===== src/rtl/tx_fifo_ctrl_pkg.sv =====
// Shared defaults and types for the TX FIFO controller and its wrapper.
package tx_fifo_ctrl_pkg;

  localparam int DEF_RAM_DEPTH  = 1024;
  localparam int DEF_DATA_WIDTH = 8;
  localparam int DEF_ADDR_WIDTH = 10;
  localparam int DEF_AF_THRESH  = 1020;

  typedef enum logic {
    OUT_EMPTY = 1'b0,
    OUT_HOLD  = 1'b1
  } out_state_e;

endpackage


===== src/rtl/tx_fifo_ptr.sv =====
// RAM pointer that wraps at DEPTH-1 (depth need not be a power of two).
module tx_fifo_ptr #(
  parameter int DEPTH = 1024,
  parameter int AW    = 10
) (
  input  logic          i_clk,
  input  logic          i_rst_n,
  input  logic          i_clear,
  input  logic          i_inc,
  output logic [AW-1:0] o_ptr
);

  logic [AW-1:0] ptr_reg;

  always_ff @(posedge i_clk) begin
    if (!i_rst_n || i_clear) begin
      ptr_reg <= '0;
    end else if (i_inc) begin
      ptr_reg <= (ptr_reg == AW'(DEPTH - 1)) ? '0 : ptr_reg + 1'b1;
    end
  end

  assign o_ptr = ptr_reg;

endmodule


===== src/rtl/tx_fifo_ctrl.sv =====
// TX FIFO controller: sequences an external dp_ram and registers read data
// into a valid/ready output stage.
module tx_fifo_ctrl
  import tx_fifo_ctrl_pkg::*;
#(
  parameter int RAM_DEPTH  = DEF_RAM_DEPTH,
  parameter int DATA_WIDTH = DEF_DATA_WIDTH,
  parameter int ADDR_WIDTH = DEF_ADDR_WIDTH,
  parameter int AF_THRESH  = DEF_AF_THRESH
) (
  input  logic                  i_clk,
  input  logic                  i_rst_n,
  input  logic                  i_flush,
  input  logic                  i_s_valid,
  output logic                  o_s_ready,
  input  logic [DATA_WIDTH-1:0] i_s_data,
  output logic                  o_m_valid,
  input  logic                  i_m_ready,
  output logic [DATA_WIDTH-1:0] o_m_data,
  output logic [ADDR_WIDTH-1:0] o_ram_waddr,
  output logic                  o_ram_wen,
  output logic [DATA_WIDTH-1:0] o_ram_wdata,
  output logic [ADDR_WIDTH-1:0] o_ram_raddr,
  output logic                  o_ram_ren,
  input  logic [DATA_WIDTH-1:0] i_ram_rdata,
  output logic [ADDR_WIDTH:0]   o_level,
  output logic                  o_empty,
  output logic                  o_full,
  output logic                  o_almost_full
);

  localparam int CNT_W = ADDR_WIDTH + 1;

  out_state_e            state_reg, state_next;
  logic [CNT_W-1:0]      ram_cnt_reg, ram_cnt_next;
  logic [DATA_WIDTH-1:0] m_data_reg;
  logic                  wr, load;

  // Ready looks only at the registered count, so a same-cycle load never
  // opens a slot for a write while full.
  assign o_s_ready = (ram_cnt_reg < CNT_W'(RAM_DEPTH)) && !i_flush;
  assign wr        = i_rst_n && i_s_valid && o_s_ready;
  assign load      = i_rst_n && ((state_reg == OUT_EMPTY) || i_m_ready)
                     && (ram_cnt_reg != '0) && !i_flush;

  always_comb begin
    state_next   = state_reg;
    ram_cnt_next = ram_cnt_reg;
    case (state_reg)
      OUT_EMPTY: if (load) state_next = OUT_HOLD;
      OUT_HOLD:  if (i_m_ready && !load) state_next = OUT_EMPTY;
      default:   state_next = OUT_EMPTY;
    endcase
    if (wr && !load) begin
      ram_cnt_next = ram_cnt_reg + 1'b1;
    end else if (load && !wr) begin
      ram_cnt_next = ram_cnt_reg - 1'b1;
    end
  end

  always_ff @(posedge i_clk) begin
    if (!i_rst_n) begin
      state_reg   <= OUT_EMPTY;
      ram_cnt_reg <= '0;
      m_data_reg  <= '0;
    end else if (i_flush) begin
      // Flush keeps the last output word; only valid is dropped.
      state_reg   <= OUT_EMPTY;
      ram_cnt_reg <= '0;
    end else begin
      state_reg   <= state_next;
      ram_cnt_reg <= ram_cnt_next;
      if (load) m_data_reg <= i_ram_rdata;
    end
  end

  tx_fifo_ptr #(.DEPTH(RAM_DEPTH), .AW(ADDR_WIDTH)) u_wptr (
    .i_clk   (i_clk),
    .i_rst_n (i_rst_n),
    .i_clear (i_flush),
    .i_inc   (wr),
    .o_ptr   (o_ram_waddr)
  );

  tx_fifo_ptr #(.DEPTH(RAM_DEPTH), .AW(ADDR_WIDTH)) u_rptr (
    .i_clk   (i_clk),
    .i_rst_n (i_rst_n),
    .i_clear (i_flush),
    .i_inc   (load),
    .o_ptr   (o_ram_raddr)
  );

  assign o_ram_wen     = wr;
  assign o_ram_wdata   = i_s_data;
  assign o_ram_ren     = load;
  assign o_m_valid     = (state_reg == OUT_HOLD);
  assign o_m_data      = m_data_reg;
  assign o_level       = ram_cnt_reg + CNT_W'(o_m_valid);
  assign o_empty       = (o_level == '0);
  assign o_full        = (ram_cnt_reg == CNT_W'(RAM_DEPTH));
  assign o_almost_full = (o_level >= CNT_W'(AF_THRESH));

endmodule


===== config.mk =====
export PLATFORM = sky130hd
export DESIGN_NAME = tx_fifo_ctrl
export DESIGN_NICKNAME = d
export VERILOG_FILES = /design/src/rtl/tx_fifo_ctrl_pkg.sv /design/src/rtl/tx_fifo_ptr.sv /design/src/rtl/tx_fifo_ctrl.sv
export SDC_FILE = /design/constraint.sdc
export NUM_CORES = 1
export LEC_CHECK = 0
export ABC_CLOCK_PERIOD_IN_PS = 3750
export CORE_MARGIN = 1.5
export CORE_UTILIZATION = 52
export CTS_CLUSTER_DIAMETER = 150
export DETAILED_ROUTE_END_ITERATION = 10
export DONT_BUFFER_PORTS = 1
export PLACE_DENSITY = 0.79
export SETUP_SLACK_MARGIN = 0.5
export SYNTH_ARGS = -nofsm -noshare
export SYNTH_HDL_FRONTEND = slang
export SYNTH_HIERARCHICAL = 1
export SYNTH_SLANG_ARGS = --single-unit

===== constraint.sdc =====
create_clock -name i_clk -period 3.75 [get_ports i_clk]
set_input_delay 0.75 -clock i_clk [delete_from_list [all_inputs] [get_ports i_clk]]
set_output_delay 0.75 -clock i_clk [all_outputs]
set_load 0.05 [all_outputs]

==> impl_metrics.csv <==
group,metric,value,unit
yosys,synth_area_leaders,"dfxtp_1, ha_1, a21oi_1",
timing,timing_max_transition_violations_final,0,
route,met3_length,373,um
floorplanning,io_pins,75,
cells_and_area,post_route_cells_drive_above_1_share,20.8,%
cells_and_area,fin_util,60.8,%
timing,grt_setup_unrepaired,"no",
timing,setup-tns-final,0,ns
power_and_ir_drop,internal_power,807,uW
route,routed_length_on_met2,3050,um
worst_setup_path,rr_endpoint,"ram_cnt_reg[8]$_SDFFE_PP0P_",
yosys,yosysWarningCount,6,
clock_tree,cts_hold_buf,0,
yosys,synth_fp_nets,357,
power_and_ir_drop,clock_power_share,22.8,%
global_routing,initial_antenna_violation_count,0,
clock_tree,clock_buffer_count_from_cts,5,
route,num_vias,2434,
route,final_antenna_net_count,0,
global_routing,gr-usage-all-layers,22.9,%
route,route.top_layer_used,"met4",
power_and_ir_drop,irDropWorstVdd,0.262,mV
route,totalWireLength,6270,um
timing,slew_headroom,50.3,%
floorplanning,die_h,75.0,um
clock_tree,cts_root_buf,"clkbuf_8",
run,maxCapViolCount,0,
global_routing,globalRoute.totalOverflow,0,
cells_and_area,area_growth,13.8,%
power_and_ir_drop,power.share.combinational,37.6,%
yosys,netlist.area_leader.share,29.7,%
place,place.gp.congestion,0.913,
timing,tightest_slew,0.745,ns
timing,final.setup_skew,0.00487,ns
floorplanning,design.core.area,0.00504,sq mm
worst_setup_path,endpoint_kind,"register",
worst_setup_path,reg2reg_slack,0.64,ns
floorplanning,design.die.area,0.00562,sq mm
timing,final-hold-violation-count,0,
clock_tree,cts_tree,"yes",
yosys,synth.most_common_cell,"dfxtp_1",
yosys,synth_commonest_cells,"dfxtp_1, nand2_1, a21oi_1, nor2_1",
clock_tree,worstSkewPairLatency,0.30,ns
cells_and_area,nets,357,
floorplanning,initial_core_utilization,53.4,%
timing,final_min_period_over_clock_period,83.1,%
power_and_ir_drop,leakage_dissipation,1.05,nW
worst_setup_path,critPathLaunch,"ram_cnt_reg[6]$_SDFFE_PP0P_",
worst_setup_path,setup.worst_path.end,"ram_cnt_reg[8]$_SDFFE_PP0P_",
yosys,yosysSeqAreaShare,29.7,%
route,drt_drc_violations_left,0,
yosys,area_of_the_mapped_netlist,0.00269,sq mm
floorplanning,die_w,75.0,um
worst_setup_path,setup.worst_path.class,"reg2reg",
route,initialDrtViolationCount,126,
cells_and_area,number_of_flip_flops_under_the_largest_register_name,11,
power_and_ir_drop,power_frac_seq,39.6,%
clock_tree,path_clk_slew,0.08,ns
route,routed_wire_length_per_instance,16.0,um
place,detailed_place_hpwl,4560,um
route,route.layer.met1.wl,2780,um
worst_setup_path,timing.reg2reg.worst_path_depth,12,
yosys,mapped_avg_cell_area,8.39,sq um
yosys,postSynth.topFlopCell,"dfxtp_1",
clock_tree,tritoncts_num_sinks,40,
cells_and_area,diodes,0,
yosys,post_synth_inst_count,321,
yosys,post_synthesis_register_bit_count,40,
timing,timing.final.crit_period,3.11,ns
yosys,async_flop_share,0,%
worst_setup_path,critical_path.reg2reg.startpoint,"ram_cnt_reg[6]$_SDFFE_PP0P_",
power_and_ir_drop,post-layout-total-power,1.33,mW
route,dr.pass1.iters,4,
hold_path,worst_hold_path_type,"reg2reg",
place,port_buffer_cells,0,
power_and_ir_drop,netSwitchingPower,527,uW
clock_tree,cts-htree-levels,2,
worst_setup_path,critical_path_peak_fanout,12,
global_routing,first_global_vias,2317,
global_routing,grt_first_pass_wirelength,10200,um
power_and_ir_drop,switching_fraction,39.5,%
worst_setup_path,type_of_origin_of_the_critical_path,"register",
global_routing,largest_net_degree_at_the_start_of_global_routing,19,
worst_setup_path,worst_ep_arrival_time,3.30,ns
timing,maxClockFrequency,321,MHz
power_and_ir_drop,power_density_cells,436,mW/mm^2
worst_setup_path,crit_required,3.94,ns
yosys,synth_top_cell_by_area,"dfxtp_1",
run_status,outcome,"finished clean",
route,via_per_inst,6.21,
yosys,synth-edff-count,0,
clock_tree,cts.path.max_buffers,2,
timing,setup_violations,0,
floorplanning,site_row_count,26,
yosys,netlist-cell-type-count,54,
cells in the final DEF (no fill, tap or decap), types with 3 or more instances in the layout:
cell type  Yosys  layout
o311ai_0       4       4
and4_2         3       3
dfxtp_1       40      32
nand2b_1       9       9
ha_1          14       9
or4_1          4       4
buf_4         10      13
ha_4           0       5
o31ai_1        4       4
inv_1         11       9
dfxtp_2        0       7
xnor2_1       12      10
a21oi_1       21      21
nor2_1        19      16
nand3_1       16      16
nor3_1         5       4
a211oi_1       5       3
xor2_1         9       8
mux2i_1       10      10
nor2_4         1       3
clkbuf_8       0       6
nand2_1       24      23
nand4_1       16      16
nor2b_1       12      11
and3_1         6       5
o21ai_0        8       7
o41ai_1        4       4
o22ai_1        5       5
metrics by stage:
stage	cell area [sq um]	hold WS (ns)	worst slack (ns)	cells
after global routing	3060	0.577	0.490	392
after floorplan	2830	0.553	0.497	321
final	3060	0.554	0.635	392
after detailed placement	2880	0.605	0.515	383
after global placement	2880	0.597	0.545	383
after CTS	3000	0.576	0.511	391
worst max-delay path, stage by stage, from the launching register on:
cell and delay (ns):
dfxtp_2 0.38, or4_4 0.58, nor4_4 0.31, nor2_4 0.06
inv_2 0.06, ha_4 0.16, inv_8 0.07, ha_1 0.35
a211oi_2 0.34, o21ai_2 0.13, a21boi_1 0.18, nor4_1 0.06
a311o_1 0.32
how the worst min path moves through the flow:
stage                                           start                           to  depth (start not counted)
after floorplan           ram_cnt_reg[9]$_SDFFE_PP0P_  ram_cnt_reg[9]$_SDFFE_PP0P_                          2
after detailed placement  ram_cnt_reg[2]$_SDFFE_PP0P_  ram_cnt_reg[2]$_SDFFE_PP0P_                          2
after global placement    ram_cnt_reg[2]$_SDFFE_PP0P_  ram_cnt_reg[2]$_SDFFE_PP0P_                          2
after global routing                          i_rst_n     o_m_data[4]$_SDFFE_PN0P_                          1
final                     ram_cnt_reg[2]$_SDFFE_PP0P_  ram_cnt_reg[2]$_SDFFE_PP0P_                          2
after CTS                                     i_rst_n     o_m_data[1]$_SDFFE_PN0P_                          1
metal layers:
layer	vias up	track usage (%)
met5	-	0
li1	1187	-
met3	9	6.29
met4	0	7.27
met2	94	37.9
met1	1144	29.0
cells by family after synthesis:
| group | Yosys count | synth area share [%] |
|---|---|---|
| flip-flops | 40 | 29.7 |
| multiplexers | 10 | 3.72 |
| AO/OA/AOI/OAI | 70 | 17.5 |
| buffers and inverters | 33 | 6.60 |
| XOR/XNOR | 21 | 6.83 |
| AND/OR/NAND/NOR | 132 | 28.3 |
| adder cells (fa/ha/maj) | 15 | 7.25 |
repair_timing:
| action | CTS | global route |
|---|---|---|
| pin swaps | 0 | 3 |
| setup endpoints to repair | 2 | 4 |
| gates resized for setup | 7 | 16 |
| setup buffers | 0 | 1 |
power by group through the flow:
| stage | Clock [mW] | Sequential [mW] | Combinational (mW) |
|---|---|---|---|
| after floorplan | 0 | 0.515 | 0.430 |
| after global placement | 0 | 0.533 | 0.464 |
| after detailed placement | 0 | 0.534 | 0.469 |
| after CTS | 0.312 | 0.525 | 0.480 |
| after global routing | 0.331 | 0.535 | 0.539 |
| final | 0.304 | 0.529 | 0.502 |
cell type report:
type	instances	area (sq um)
inverters	12	52.6
multi-input cells	248	1900
fillers	450	1980
clock buffers	6	82.6
flip-flops and latches	40	813
clock inverters	2	15.0
repair buffers	14	109
well taps	70	87.6
(Power assumes the default switching activity.)
